--- src/rtl/clk_div_pkg.sv ---
// Shared types and constants for the programmable clock divider.
package clk_div_pkg;

  localparam int          DIV_WIDTH_DEFAULT = 16;
  localparam int unsigned DIV_MIN           = 1;

  typedef logic [DIV_WIDTH_DEFAULT-1:0] div_t;

endpackage

--- src/rtl/clk_div_counter.sv ---
// Loadable down-counter; flags the enabled cycle in which the count reaches 1.
module clk_div_counter
  import clk_div_pkg::*;
#(
  parameter int          DIV_WIDTH   = DIV_WIDTH_DEFAULT,
  parameter int unsigned DEFAULT_DIV = 250
) (
  input  logic                 input_clk,
  input  logic                 reset,
  input  logic                 enable,
  input  logic                 reload,
  input  logic [DIV_WIDTH-1:0] reload_value,
  output logic                 terminal
);

  localparam logic [DIV_WIDTH-1:0] ONE = DIV_WIDTH'(DIV_MIN);

  logic [DIV_WIDTH-1:0] count;

  assign terminal = enable && (count == ONE);

  // Reload has priority over counting; a disabled counter holds its value.
  always_ff @(posedge input_clk or posedge reset) begin
    if (reset) begin
      count <= DIV_WIDTH'(DEFAULT_DIV);
    end else if (reload) begin
      count <= reload_value;
    end else if (enable) begin
      count <= count - ONE;
    end
  end

endmodule

--- src/rtl/programmable_clock_divider.sv ---
// Runtime-programmable divide-by-2N clock generator with 50% duty output,
// registered rise/fall strobes and glitch-free divisor changes.
module programmable_clock_divider
  import clk_div_pkg::*;
#(
  parameter int          DIV_WIDTH   = DIV_WIDTH_DEFAULT,
  parameter int unsigned DEFAULT_DIV = 250
) (
  input  logic                 input_clk,
  input  logic                 reset,
  input  logic                 enable,
  input  logic                 sync_clear,
  input  logic [DIV_WIDTH-1:0] div_value,
  input  logic                 div_load,
  output logic                 div_ack,
  output logic                 div_err,
  output logic                 output_clk,
  output logic                 rise_tick,
  output logic                 fall_tick
);

  logic [DIV_WIDTH-1:0] active_div;
  logic [DIV_WIDTH-1:0] pending_div;
  logic                 pending_valid;
  logic                 terminal_raw;
  logic                 boundary;
  logic                 reload;
  logic                 apply;
  logic [DIV_WIDTH-1:0] reload_value;

  // A clear overrides the half-period boundary; both restart the count.
  assign boundary     = terminal_raw && !sync_clear;
  assign reload       = boundary || sync_clear;
  assign apply        = reload && pending_valid;
  assign reload_value = pending_valid ? pending_div : active_div;

  clk_div_counter #(
    .DIV_WIDTH   (DIV_WIDTH),
    .DEFAULT_DIV (DEFAULT_DIV)
  ) u_counter (
    .input_clk    (input_clk),
    .reset        (reset),
    .enable       (enable),
    .reload       (reload),
    .reload_value (reload_value),
    .terminal     (terminal_raw)
  );

  // Divisor bookkeeping: a pending value is promoted at a reload; a load in the
  // same cycle refills the pending slot so it waits for the following boundary.
  always_ff @(posedge input_clk or posedge reset) begin
    if (reset) begin
      active_div    <= DIV_WIDTH'(DEFAULT_DIV);
      pending_div   <= DIV_WIDTH'(DEFAULT_DIV);
      pending_valid <= 1'b0;
      div_ack       <= 1'b0;
      div_err       <= 1'b0;
    end else begin
      div_ack <= apply;
      div_err <= div_load && (div_value == '0);
      if (apply) begin
        active_div    <= pending_div;
        pending_valid <= 1'b0;
      end
      if (div_load && (div_value != '0)) begin
        pending_div   <= div_value;
        pending_valid <= 1'b1;
      end
    end
  end

  // Output clock toggles at each boundary; strobes mark the new level's first cycle.
  always_ff @(posedge input_clk or posedge reset) begin
    if (reset) begin
      output_clk <= 1'b0;
      rise_tick  <= 1'b0;
      fall_tick  <= 1'b0;
    end else if (sync_clear) begin
      output_clk <= 1'b0;
      rise_tick  <= 1'b0;
      fall_tick  <= 1'b0;
    end else begin
      rise_tick <= boundary && !output_clk;
      fall_tick <= boundary &&  output_clk;
      if (boundary) begin
        output_clk <= !output_clk;
      end
    end
  end

endmodule

--- config.mk ---
export PLATFORM = sky130hd
export DESIGN_NAME = programmable_clock_divider
export DESIGN_NICKNAME = d
export VERILOG_FILES = /design/src/rtl/clk_div_pkg.sv /design/src/rtl/clk_div_counter.sv /design/src/rtl/programmable_clock_divider.sv
export SDC_FILE = /design/constraint.sdc
export NUM_CORES = 1
export LEC_CHECK = 0
export ABC_AREA = 1
export CORE_ASPECT_RATIO = 1.2
export CORE_UTILIZATION = 50
export DETAILED_ROUTE_END_ITERATION = 10
export GPL_TIMING_DRIVEN = 1
export PLACE_DENSITY = 0.73
export SYNTH_ARGS = -nofsm -noshare
export SYNTH_HDL_FRONTEND = slang
export SYNTH_SLANG_ARGS = --single-unit
--- constraint.sdc ---
create_clock -name input_clk -period 1.8 [get_ports input_clk]
set_clock_uncertainty 0.2 [all_clocks]
set_input_delay 0.36 -clock input_clk [delete_from_list [all_inputs] [get_ports input_clk]]
set_output_delay 0.36 -clock input_clk [all_outputs]
set_load 0.005 [all_outputs]
==> summary.txt, run 1 <==
Floorplan
  – I/O Pins: 26
  – Starting Density: 52.5%
  – Core Region: roughly 5700 um^2
  – Die H: approximately 87 um
  – Row count: 30
  – Area of the die: 6300 um^2
  – Width of the die: 72.6 um

Setup path
  – CP endpoint: active_div[8]$_DFFE_PP0P_
  – Critical Path Start Type: flop
  – WP depth: 11
  – Worst R2R End: active_div[8]$_DFFE_PP0P_
  – FF-to-FF Start: u_counter.count[1]$_DFFE_PP1P_
  – Reg2reg path depth: 11
  – Critical-path cell with the highest stage delay: dfstp_2
  – Critical Path Source: u_counter.count[1]$_DFFE_PP1P_
  – Kind of cell adding the most delay to the critical path: flip-flops
  – CP Capture Type: flop
  – CP cell instances: inv_2, ha_4, inv_2, nor2_1, nand2_1, nor2_4, a21oi_4, nor2_4, clkbuf_16, nand2_4, o21ai_2
  – CP max stage delay: about 0.55 ns
  – Setup slack, reg-to-reg: -0.13 ns
  – Critical Path AT: slightly below 2 ns
  – WP data required: between 1.5 and 2 ns
  – Crit Path Class: reg -> reg
  – Crit path max fanout: 5
  – Buffers and inverters on the worst path: 3

Synth
  – Part of the Yosys area used for sequential elements: between 40% and 50%
  – Yosys cell types: 26
  – Cell Area, Synth: about 3000 um^2
  – Syn. warnings: 0
  – Gate Count Post-Synth: 416
  – Avg Cell Area, Syn: between 7 and 8 um^2
  – Synth Register Bits: 54
  – Syn Nets: approximately 440

Status
  – Status: complete, but fails checks
  – Failing checks: negative setup slack

Global routing
  – Met1 usage: 29.2%
  – Busiest grt layer: met2
  – First-pass GRT wire length: between 10 and 15 mm
  – Antenna violations before repair: 0
  – Met3 Use GR: 3.60%
  – Number of global-route vias before repair: 2559
  – Total gr overflow: 0
  – Gr usage total: about a quarter
  – Met2 usage: approximately two fifths
  – Largest net degree at the start of global routing: 55

Place
  – Pre-CTS setup slack: -0.213 ns
  – GPL Wtd Cong: 0.814
  – PortBufs: 25
  – HPWL Detailed: roughly 4.4 mm

Detailed routing
  – Routed WL per cell: 12.1 um
  – Via count: 2745
  – Number of vias per cell: 4.88
  – Final ANT Viol Nets: 0
  – Initial DRC count: 180
  – First-pass detailed-route iteration total: 4
  – WL final: a little under 7 mm
  – Post-route DRC: 0

Finish
  – Share of cells above drive strength 1: 24.3%
  – Syn-to-layout area delta: 31.3%
  – Nets: slightly above 500
  – Filler cells: 458
  – Diodes inserted: 0
  – FF/Latch Area: around 1400 um^2
  – Multi-input gate area: about 1500 um^2

Job
  – Max-cap violations: 0

Clocking
  – Clock transition at path regs: 0.10 ns
  – Clk_lat worst skew: around 0.31 ns
  – CTS Hold Buffers Added: 0
  – CTS buffer count: 5
  – Max clock buf depth: 2
  – CTS tree: built
  – Num Clock Sinks: 54
  – Root Buffer: clkbuf_8
  – H-tree levels: 2

Timing
  – Worst Max-Slew Pin Slew: 0.493 ns
  – Peak Freq: approximately 0.52 GHz
  – Final hold violation count: 0
  – Final worst path period share: 107%
  – Slew Viols, Final: 0
  – Final setup margin: -0.134 ns
  – Final setup violation count: 33
  – Min Tclk post-route: 1.93 ns
  – Slew HR: about two thirds
  – RSZ-0062 raised after global routing: true

Worst hold path
  – Worst hold path class: in -> async

Pwr
  – Power Dens Cells: around 900 nW/um^2
  – Leakage power: around 2.0 nW
  – Worst VDD drop: roughly 0.00052 V
  – PnR Total Power: approximately 0.0036 W
[tightest hold or removal path: stages]
cell	delay, ns
clkdlybuf4s50_1	0.44
clkinvlp_4	0.10
buf_12	0.26
[cells in the mapped netlist]
cell type / instances / area [um^2]
o21ai_1: 7 / 35.0
nand2_1: 208 / 781
dfstp_2: 18 / 473
nand2_4: 1 / 11.3
nor2_4: 4 / 45.0
nand2_2: 3 / 18.8
nand4_1: 2 / 12.5
buf_6: 6 / 67.6
buf_4: 3 / 22.5
clkbuf_1: 5 / 18.8
inv_6: 1 / 8.76
nor2_1: 26 / 97.6
nand3_1: 23 / 115
buf_2: 1 / 5.00
ha_1: 2 / 25.0
nor4_1: 2 / 12.5
nand3b_1: 3 / 22.5
inv_1: 30 / 113
o21bai_1: 1 / 7.51
o21ai_0: 25 / 125
buf_1: 1 / 3.75
xor2_1: 3 / 26.3
nor2_2: 2 / 12.5
dfrtp_1: 36 / 901
xnor2_1: 2 / 17.5
a21oi_4: 1 / 16.3
[registers in the layout (all words and copies together), names as in the netlist]
register	count
active_div	16
pending_div	16
u_counter.count	16
div_ack	1
div_err	1
fall_tick	1
output_clk	1
pending_valid	1
rise_tick	1
[metrics by stage]
stage	TNS [ns]	instances	hold WS, ns	area (um^2)	utilization, %
floorplan	-0.113	416	0.221	3010	-
global placement	-4.49	546	0.243	3610	63.3
detailed placement	-6.94	546	0.264	3610	63.3
CTS	-2.29	562	0.257	3850	67.5
global route	-6.63	562	0.261	3930	68.9
finish	-2.63	562	0.241	3930	68.9
[kinds of logic (layout without fill, tap and decap cells)]
family          count (synthesis)  in the layout  share of synthesized area, %
simple gates                  274            274                          37.7
flops                          54             54                          45.9
buf+inv                        47            113                          7.98
compound gates                 34             34                          6.14
xor+xnor                        5              5                          1.46
fa+ha+maj                       2              2                         0.836
[final cells by class]
class / count / share of cell area (%)
clock buffers: 6 / 1.85
clock inverters: 2 / 0.955
inverters: 31 / 3.18
multi-input cells: 315 / 38.1
flip-flops and latches: 54 / 34.9
well taps: 80 / 2.55
repair buffers: 73 / 18.3
repair inverters: 1 / 0.0955
[worst min-delay path by stage]
stage,to,cells past startpoint,startpoint,slack (ns)
final,u_counter.count[12]$_DFFE_PP0P_,3,reset,0.24
after global routing,u_counter.count[12]$_DFFE_PP0P_,3,reset,0.26
after CTS,u_counter.count[12]$_DFFE_PP0P_,3,reset,0.26
after detailed placement,active_div[5]$_DFFE_PP1P_,2,pending_div[5]$_DFFE_PP1P_,0.26
after global placement,rise_tick$_DFF_PP0_,1,output_clk$_DFFE_PP0N_,0.24
after floorplan,active_div[0]$_DFFE_PP0P_,1,reset,0.22
[layer usage]
metal | part of all wire (%) | up-vias
met5 | 0 | -
met2 | 51 | 67
li1 | - | 1414
met3 | 3.8 | 15
met4 | 2.3 | 0
met1 | 43 | 1249
[power by group]
| part | switching [W] | internal [W] |
|---|---|---|
| Clock | 0.000409 | 0.000416 |
| Combinational | 0.000641 | 0.000507 |
| Sequential | 0.000151 | 0.00144 |
| Total | 0.00120 | 0.00236 |
[timing repair]
action                                  CTS  global route
buffers inserted                          5             0
pin swaps                                 1             9
gates cloned                              3             1
gates resized for setup                  22            27
endpoints found under the setup margin   32            50
[placed cells by master (no fill, tap or decap), types with 2 or more instances in the layout]
master,synthesis,routed
nand3b_1,3,3
nor2_1,26,25
nand2_1,208,190
nand2_4,1,6
clkinvlp_4,0,2
o21ai_1,7,9
inv_1,30,27
xnor2_1,2,2
o21ai_0,25,16
clkdlybuf4s50_1,0,25
nand3_1,23,23
buf_4,3,36
dfrtp_1,36,36
nand4_1,2,2
inv_2,0,3
nand2_2,3,16
buf_6,6,6
o21ai_2,0,7
clkbuf_8,0,5
dfstp_2,18,18
buf_12,0,4
nor2_2,2,3
xor2_1,3,3
nor2_4,4,4
Note: power is estimated with default switching activity, not from simulation.
==> inputs of run 2 (changes only) <==
CTS_CLUSTER_DIAMETER = 30   (was default)
DONT_BUFFER_PORTS = 1   (was default)
PLACE_DENSITY = 0.68   (was 0.73)
==> run 2 against run 1 <==
The run ends with negative hold slack, negative setup slack left. Sequential share of layout area rose by 2.5 points. Via count fell by 4.0%. First-iteration DRC count rose by 19%. Count of clock-buffer cells in the layout did not move. Sequential power barely moved. Clock power fell by 13%.
==> summary.txt, run 2 (synthesized netlist as in run 1, its figures left out) <==
Floorplan
  – Core Region: 5710 um^2 (unchanged)
  – Row count: 30 (unchanged)
  – Width of the die: 72.6 um (unchanged)
  – I/O Pins: 26 (unchanged)
  – Die H: 86.8 um (unchanged)
  – Starting Density: 52.5% (unchanged)
  – Area of the die: 6300 um^2 (unchanged)

Clocking
  – Max clock buf depth: 2 (unchanged)
  – H-tree levels: 2 (unchanged)
  – Num Clock Sinks: 54 (unchanged)
  – Root Buffer: clkbuf_8 (unchanged)
  – Clock transition at path regs: 0.10 ns (about the same)
  – Clk_lat worst skew: 0.31 ns (about the same)
  – CTS buffer count: 5 (unchanged)
  – CTS tree: built (unchanged)

Timing
  – Final setup violation count: 30 (was 33)
  – Peak Freq: 0.536 GHz (was 0.517 GHz)
  – Min Tclk post-route: 1.87 ns (was 1.93 ns)
  – Worst Hold Slack: -0.00581 ns (was 0.241 ns)
  – Final worst path period share: 104% (was 107%)
  – Final setup margin: -0.0666 ns (was -0.134 ns)
  – Final setup TNS: -0.886 ns (was -2.63 ns)
  – Slew Viols, Final: 0 (unchanged)
  – RSZ-0062 raised after global routing: true (unchanged)
  – Slew HR: 67.8% (was 67.1%)
  – Worst Max-Slew Pin Slew: 0.481 ns (was 0.493 ns)
  – Final hold violation count: 1 (was 0)

Global routing
  – Met3 Use GR: 3.60% (unchanged)
  – Met1 usage: 30.9% (was 29.2%)
  – First-pass GRT wire length: 11.4 mm (was 11.5 mm)
  – Antenna violations before repair: 0 (unchanged)
  – Met2 usage: 39.8% (was 40.8%)
  – Largest net degree at the start of global routing: 38 (was 55)
  – Busiest grt layer: met2 (unchanged)
  – Total gr overflow: 0 (unchanged)
  – Gr usage total: 23.3% (was 23.6%)
  – Number of global-route vias before repair: 2461 (was 2559)

Pwr
  – Seq pwr share: 48.1% (was 44.7%)
  – Logic pwr share: 30.4% (was 32.2%)
  – NetSw: 0.00116 W (was 0.00120 W)
  – Leakage power: 1.89 nW (was 2.01 nW)
  – Worst VDD drop: 0.000555 V (was 0.000520 V)
  – Power Dens Cells: 911 nW/um^2 (was 907 nW/um^2)
  – Int Pwr: 0.00218 W (was 0.00236 W)
  – Sw Share: 34.7% (was 33.7%)
  – Clk pwr share: 21.5% (was 23.1%)

Setup path
  – Critical Path Start Type: flop (unchanged)
  – WP data required: 1.81 ns (about the same)
  – Crit path max fanout: 7 (was 5)
  – Critical Path AT: 1.88 ns (was 1.94 ns)
  – CP Capture Type: flop (unchanged)
  – Crit Path Class: reg -> reg (unchanged)

Finish
  – Syn-to-layout area delta: 22.6% (was 31.3%)
  – Largest regs: active_div: 16 flops, pending_div: 16 flops, u_counter.count: 16 flops (unchanged)
  – Commonest non-fill, non-tap cells in the layout: 188 x nand2_1, 36 x dfrtp_1, 27 x inv_1 (was 190 x nand2_1, 36 x dfrtp_1, 36 x buf_4)
  – Finished Cell Area: 3670 um^2 (was 3930 um^2)
  – Final Util: 64.3% (was 68.9%)
  – Most common cell after layout, fill and taps aside: nand2_1 (unchanged)
  – Diodes inserted: 0 (unchanged)
  – Nets: 475 (was 504)
  – Share of cells above drive strength 1: 21.2% (was 24.3%)

Place
  – HPWL Detailed: 4.40 mm (was 4.45 mm)
  – Placement Cell Area: 3200 um^2 (was 3610 um^2)
  – PortBufs: 0 (was 25)
  – GPL Wtd Cong: 0.831 (was 0.814)
  – Pre-CTS setup slack: -0.0384 ns (was -0.213 ns)

Detailed routing
  – Initial DRC count: 214 (was 180)
  – Via count: 2635 (was 2745)
  – Final ANT Viol Nets: 0 (unchanged)
  – First-pass detailed-route iteration total: 4 (unchanged)
  – Post-route DRC: 0 (unchanged)
  – WL final: 6.80 mm (was 6.79 mm)
  – Number of vias per cell: 4.94 (was 4.88)
  – Routed WL per cell: 12.8 um (was 12.1 um)

Job
  – Max-cap violations: 0 (unchanged)

Worst hold path
  – Worst hold path class: in -> reg (was in -> async)

Status
  – Status: complete, but fails checks (unchanged)
  – Failing checks: negative hold slack, negative setup slack (was negative setup slack)
## run 2: changes by cell type in the layout (fill, tap and decap cells not counted), sizes merged
cell           change
buf               -22
bufinv             -1
clkbuf             +1
clkdlybuf4s50     -25
clkinv             +2
clkinvlp           -1
dlygate4sd3       +18
inv                -1
## run 2: critical path, stage by stage, from the launching register on
cell and delay, ns:
dfstp_2 0.55, inv_2 0.05, ha_4 0.14, inv_2 0.03, nor2_1 0.03, nand2_1 0.10, nor2_4 0.06, a21oi_4 0.19
nor2_4 0.10, clkbuf_16 0.20, nand2_2 0.05, o21ai_1 0.05
## run 2: power groups by stage
| stage | sequential [W] | clock [W] | combinational (W) |
|---|---|---|---|
| floorplan | 0.00158 | 0 | 0.000677 |
| global placement | 0.00161 | 0 | 0.000889 |
| detailed placement | 0.00161 | 0 | 0.000906 |
| CTS | 0.00159 | 0.000727 | 0.000952 |
| global route | 0.00163 | 0.000774 | 0.00117 |
| finish | 0.00161 | 0.000717 | 0.00102 |
## run 2: per-layer routing
layer,up-vias,routed length [um]
met2,46,3410
met1,1232,3100
met3,7,187
met5,-,0
li1,1350,-
met4,0,102
## run 2: final timing paths
kind                       depth (start not counted)  slack, ns                            from                               to
max                                               11      -0.07  u_counter.count[1]$_DFFE_PP1P_       active_div[12]$_DFFE_PP0P_
min                                                2     -0.006                        div_load       pending_div[2]$_DFFE_PP0P_
max reg2reg                                       11      -0.07  u_counter.count[1]$_DFFE_PP1P_       active_div[12]$_DFFE_PP0P_
min reg2reg                                        2       0.28      pending_div[3]$_DFFE_PP1P_        active_div[3]$_DFFE_PP1P_
max in group asynchronous                          3       0.47                           reset        active_div[4]$_DFFE_PP1P_
min in group asynchronous                          2       0.33                           reset  u_counter.count[12]$_DFFE_PP0P_
## run 2: final cells by class
cell class                 count  area [um^2]
inverter                      31          125
multi-input combinational    315         1510
clock buffer                   6         82.6
sequential                    54         1370
timing repair buffer          45          467
clock inverter                 2         12.5
fill                         518         2040
tap                           80          100
## run 2: repair_timing
item	in CTS	in global routing
setup buffers	0	1
hold endpoints to repair	25	0
gates resized for setup	8	39
endpoints found under the setup margin	24	34
cloned	0	3
hold buffers	18	0
pin swaps	1	4
## run 2: per-stage QoR
step,cells,total power [W]
after floorplan,416,0.00226
after global placement,503,0.00250
after detailed placement,503,0.00252
after CTS,529,0.00327
after global routing,533,0.00357
final,533,0.00334
